File: src/rtl/cmd_dispatcher_pkg.sv
// Shared definitions for the command dispatcher: command word layout, FSM encoding
// and the decoded command type.
package cmd_dispatcher_pkg;

    localparam int CMD_W          = 80;
    localparam int CMD_ADDR_MSB   = 79;
    localparam int CMD_ADDR_LSB   = 72;
    localparam int CMD_OP_MSB     = 71;
    localparam int CMD_OP_LSB     = 64;
    localparam int CMD_START_MSB  = 63;
    localparam int CMD_START_LSB  = 32;
    localparam int CMD_DATA_MSB   = 31;
    localparam int CMD_DATA_LSB   = 0;

    localparam logic [7:0] NOP_OPCODE_DEFAULT = 8'h00;

    typedef enum logic [3:0] {
        ST_IDLE  = 4'b0001,
        ST_FETCH = 4'b0010,
        ST_WAIT  = 4'b0100,
        ST_ISSUE = 4'b1000
    } state_t;

    typedef struct packed {
        logic [7:0]  addr;
        logic [7:0]  opcode;
        logic [31:0] start_time;
        logic [31:0] data;
    } cmd_t;

    function automatic cmd_t cmd_decode(input logic [CMD_W-1:0] word);
        cmd_t c;
        c.addr       = word[CMD_ADDR_MSB:CMD_ADDR_LSB];
        c.opcode     = word[CMD_OP_MSB:CMD_OP_LSB];
        c.start_time = word[CMD_START_MSB:CMD_START_LSB];
        c.data       = word[CMD_DATA_MSB:CMD_DATA_LSB];
        return c;
    endfunction

endpackage

File: src/rtl/cmd_time_cmp.sv
// Combinational wrap-safe time compare: a command is due once the signed distance
// from its start time is non-negative, and late once it exceeds late_limit.
module cmd_time_cmp
    import cmd_dispatcher_pkg::*;
(
    input  logic [31:0] now,
    input  logic [31:0] start_time,
    input  logic [31:0] late_limit,
    output logic        due,
    output logic        late
);

    logic signed [31:0] delta;
    logic signed [31:0] limit_s;

    assign delta   = signed'(now - start_time);
    assign limit_s = signed'(late_limit);

    // start_time 0 means "run now", so it is always due and never counted late.
    assign due  = (start_time == 32'd0) || (delta >= 32'sd0);
    assign late = (start_time != 32'd0) && (delta > limit_s);

endmodule

File: src/rtl/cmd_dispatcher.sv
// Pops timed commands from the command FIFO, holds each until its start time and
// issues it to the controller bus. Optional late-command dropping: CMD_LATE_DROP_EN.
module cmd_dispatcher
    import cmd_dispatcher_pkg::*;
#(
    parameter logic [31:0] LATE_LIMIT = 32'd1000,
    parameter logic [7:0]  NOP_OPCODE = NOP_OPCODE_DEFAULT
) (
    input  logic        clk,
    input  logic        rst,
    input  logic [31:0] global_clock,
    input  logic        flush,
    input  logic [79:0] cmd_fifo_data_out,
    output logic        cmd_fifo_rd_en,
    input  logic        cmd_fifo_empty,
    output logic [7:0]  ctrl_addr,
    output logic [7:0]  ctrl_opcode,
    output logic [31:0] ctrl_data,
    output logic        ctrl_valid,
    input  logic        ctrl_ready,
    output logic        busy,
    output logic [15:0] late_count
);

    state_t state;
    cmd_t   hold;
    logic   cmd_due;
    logic   cmd_late;

    cmd_time_cmp u_time_cmp (
        .now        (global_clock),
        .start_time (hold.start_time),
        .late_limit (LATE_LIMIT),
        .due        (cmd_due),
        .late       (cmd_late)
    );

    // Pop is combinational in IDLE so the FIFO data lands exactly in FETCH.
    assign cmd_fifo_rd_en = rst && (state == ST_IDLE) && !cmd_fifo_empty && !flush;
    assign busy           = (state != ST_IDLE);

`ifdef CMD_LATE_DROP_EN
    function automatic logic [15:0] sat_inc16(input logic [15:0] v);
        return (v == 16'hFFFF) ? v : v + 16'd1;
    endfunction
`else
    logic late_unused;
    assign late_unused = cmd_late;
    assign late_count  = 16'd0;
`endif

    always_ff @(posedge clk or negedge rst) begin
        if (!rst) begin
            state       <= ST_IDLE;
            hold        <= '0;
            ctrl_valid  <= 1'b0;
            ctrl_addr   <= 8'd0;
            ctrl_opcode <= 8'd0;
            ctrl_data   <= 32'd0;
`ifdef CMD_LATE_DROP_EN
            late_count  <= 16'd0;
`endif
        end else if (flush) begin
            state      <= ST_IDLE;
            ctrl_valid <= 1'b0;
        end else begin
            case (state)
                ST_IDLE: begin
                    if (!cmd_fifo_empty) state <= ST_FETCH;
                end
                ST_FETCH: begin
                    hold  <= cmd_decode(cmd_fifo_data_out);
                    state <= ST_WAIT;
                end
                ST_WAIT: begin
                    if (hold.opcode == NOP_OPCODE) begin
                        state <= ST_IDLE;
`ifdef CMD_LATE_DROP_EN
                    end else if (cmd_late) begin
                        state      <= ST_IDLE;
                        late_count <= sat_inc16(late_count);
`endif
                    end else if (cmd_due) begin
                        state       <= ST_ISSUE;
                        ctrl_valid  <= 1'b1;
                        ctrl_addr   <= hold.addr;
                        ctrl_opcode <= hold.opcode;
                        ctrl_data   <= hold.data;
                    end
                end
                ST_ISSUE: begin
                    if (ctrl_ready) begin
                        state      <= ST_IDLE;
                        ctrl_valid <= 1'b0;
                    end
                end
                default: begin
                    state      <= ST_IDLE;
                    ctrl_valid <= 1'b0;
                end
            endcase
        end
    end

endmodule

File: config.mk
export PLATFORM = sky130hd
export DESIGN_NAME = cmd_dispatcher
export DESIGN_NICKNAME = d
export VERILOG_FILES = /design/src/rtl/cmd_dispatcher_pkg.sv /design/src/rtl/cmd_time_cmp.sv /design/src/rtl/cmd_dispatcher.sv
export SDC_FILE = /design/constraint.sdc
export NUM_CORES = 1
export LEC_CHECK = 0
export BUFFER_PORTS_ARGS = -buffer_cell sky130_fd_sc_hd__buf_2
export CAP_MARGIN = 40
export CELL_PAD_IN_SITES_DETAIL_PLACEMENT = 2
export CELL_PAD_IN_SITES_GLOBAL_PLACEMENT = 2
export CORE_MARGIN = 5
export CORE_UTILIZATION = 34
export CTS_BUF_LIST = sky130_fd_sc_hd__clkbuf_16
export DETAILED_ROUTE_END_ITERATION = 8
export PLACE_DENSITY = 0.92
export SYNTH_ARGS = -nofsm -noshare
export SYNTH_HDL_FRONTEND = slang
export SYNTH_SLANG_ARGS = --single-unit
export TNS_END_PERCENT = 10
File: constraint.sdc
create_clock -name clk -period 3.22 [get_ports clk]
set_clock_uncertainty 0.15 [all_clocks]
set_input_delay 0.322 -clock clk [delete_from_list [all_inputs] [get_ports clk]]
set_output_delay 0.322 -clock clk [all_outputs]
set_load 0.02 [all_outputs]
==> results.toml <==
[die]
die_height_um = 143
num_io_pins = 184
coreArea_um2 = 17400
dieArea_um2 = 20400
initial_utilization_pct = 34.7
num_rows = 48
dieWidth_um = 143

[cts]
cts_buffers = 17
worstSkewPairLatency_ns = 0.42
clk_root_buffer_cell = "clkbuf_16"
cts_tree = "yes"
cts_sinks = 133
clkTransAtPathRegs_ns = 0.06
post_cts_buffers = 0
cts_buffer_depth = 2
htree_num_levels = 4

[worst_setup_path]
timing.rr.start = "hold[54]$_DFFE_PN0P_"
cp-startpoint = "hold[54]$_DFFE_PN0P_"
slowest_stage = "dfrtp_1"
crit_type = "flop to flop"
required_ns = 3.37
crit_path_end_kind = "flop"
crit_chain = "inv_1 -> ha_1 -> a21oi_1 -> nand3_1 -> a221oi_2 -> a21oi_1 -> o21a_1 -> nor2_4 -> buf_12 -> mux2_2"
crit_top_cell = "a21oi_1"
cpPeakStageDelay_ns = 0.40
cp_data_arrival_time_ns = 3.19
cp_max_fo = 49
worstSetupStartpointType = "flop"

[timing]
fin_ws_ns = 0.178
fin_setup_tns_ns = 0
hold_viol = 0
max_slew_margin_pct = 50.0
fin_crit_sh_pct = 94.5
setup_viol = 0
rsz0062_at_grt = "no"
holdWs_ns = 0.0205
min_period_ns = 3.04
max_freq_ghz = 0.329
maxSlewViolCount = 0
worstMarginPinSlew_ns = 0.750

[logic_synthesis]
synth.yosys.seq_area_share_pct = 55.4
synth_area_um2 = 6010
synth_area_per_cell_um2 = 13.7
syn_inst = 440
ys_warn_count = 0
synth.distinct_cells = 39
ys_ff_latch = 133
synth-edff-count = 0
synth-async-reset-ratio_pct = 100
synth_ff_type = "dfrtp_1"

[grt]
grt_pass1_wl_um = 31900
gr-total-overflow = 0
grt_max_degree = 80
grt_pass1_vias = 5567
grtUsageTotal_pct = 20.8
grt_antenna_before_repair = 4

[final_layout]
drive_gt1_share_pct = 47.6
nets = 841
layout-area-overhead-vs-synth_pct = 40.2
layout_common_cells = "buf_2 (166), dfrtp_1 (132), mux2_2 (119)"
multi_input_area_um2 = 2450
final_cell_count_no_fill = 935
layout_commonest_cell = "buf_2"
nFillCells = 1699
regArea_um2 = 3330

[min_path]
min_path_type = "input pin to flop"
min_from = "cmd_fifo_data_out[19]"

[placed_design]
io_buffers = 167
hpwlAfterDp_um = 13100
gp_congestion = 0.761
pre_cts_ws_ns = 0.198
dp_cells = 821

[power_and_ir_drop]
intPower_uw = 3890
ir_drop_v = 0.000329
p_sw_share_pct = 31.8
finalPower_uw = 5710
power_per_cell_area_nw_per_um2 = 677
p_leak_uw = 0.00439
p_sw_uw = 1820
p_seq_share_pct = 42.8
combPwrFrac_pct = 24.3
pwr-share-clk_pct = 32.9

[detailed_routing]
drt_wl_total_um = 20600
drt_pass1_iterations = 4
post_drt_wl_per_cell_um = 22.0
drc = 0
detail-route-antenna-nets = 0
drtIter0Drc = 80
drt-vias-per-instance = 4.80
via_count = 4486

[run_status]
outcome = "finished clean"

[flow_run]
drv_cap = 0
-- routing by layer --
metal  track usage (%)  share of wire [%]
met1              21.4                 36
met2              40.3                 56
met3              4.99                5.0
met4              7.85                2.8
met5                 0                  0
-- state kept, by name (all words and copies together), names as in the netlist --
signal,flops
ctrl_valid,1
state,4
ctrl_opcode,8
ctrl_addr,8
ctrl_data,32
hold,80
-- cell usage after synthesis (all sizes together), types with 2 or more instances --
master	count	area, um^2
a21oi	13	65.1
buf	21	158
clkbuf	9	33.8
dfrtp	132	3300
ha	31	388
inv	31	116
mux2	128	1480
nand2	7	26.3
nand3	5	25.0
nand3b	4	30.0
nand4	10	62.6
nor2	11	41.3
nor3	3	15.0
nor4	8	50.1
o21a	2	15.0
o21ai	4	20.0
or4	2	15.0
-- what timing repair did --
action	4_1_cts	5_1_grt
gates resized for setup	0	1
hold buffers	78	0
endpoints found under the setup margin	0	48
endpoints found under the hold margin	130	0
-- cell families after synthesis --
| logic type | count (synthesis) | synth area share, % |
|---|---|---|
| AOI/OAI and AO/OA | 28 | 3.02 |
| xor gates and xnor gates | 2 | 0.291 |
| adders and majority gates | 31 | 6.45 |
| buffers and inverters | 61 | 5.12 |
| DFF | 133 | 55.4 |
| muxes | 129 | 24.7 |
| other | 1 | 0.0623 |
| and+or+nand+nor | 55 | 5.01 |
-- power by group through the flow --
stage	registers (uW)	logic [uW]	clock network, uW
3_3_place_gp	2380	1100	0
3_5_place_dp	2450	1250	0
4_1_cts	2430	1350	1920
6_report	2450	1390	1880
5_1_grt	2500	1540	2010
2_1_floorplan	2350	819	0
-- worst paths after layout --
check	slack [ns]	endpoint	depth (start not counted)
worst max-delay path	0.18	ctrl_data[20]$_DFFE_PN0P_	10
worst min-delay path	0.02	hold[19]$_DFFE_PN0P_	2
worst max register to register	0.18	ctrl_data[20]$_DFFE_PN0P_	10
worst min register to register	0.35	ctrl_data[9]$_DFFE_PN0P_	1
max in group asynchronous	1.78	hold[36]$_DFFE_PN0P_	3
min in group asynchronous	0.29	hold[10]$_DFFE_PN0P_	2
-- cell type report --
| type | count | area share [%] |
|---|---|---|
| repair buffers | 249 | 19.9 |
| multi-input cells | 261 | 29.0 |
| clock inverters | 15 | 1.72 |
| flip-flops and latches | 133 | 39.5 |
| diodes | 4 | 0.119 |
| inverters | 31 | 1.38 |
| well taps | 225 | 3.34 |
| clock buffers | 17 | 5.04 |
-- through the flow --
| step | util (%) | area, um^2 |
|---|---|---|
| finish | 48.6 | 8430 |
| global route | 48.6 | 8430 |
| floorplan | - | 6070 |
| CTS | 48.5 | 8420 |
| detailed placement | 40.7 | 7070 |
| global placement | 40.7 | 7070 |
-- worst max-delay path, delay by kind of cell (launching register included) --
family / cells / cell delay, ns
AND/OR/NAND/NOR: 2 / 0.29
AO/OA/AOI/OAI: 4 / 0.95
adder cells (fa/ha/maj): 1 / 0.32
buffers and inverters: 2 / 0.33
flip-flops: 1 / 0.40
multiplexers: 1 / 0.39
Power figures use the tool's default switching activity.
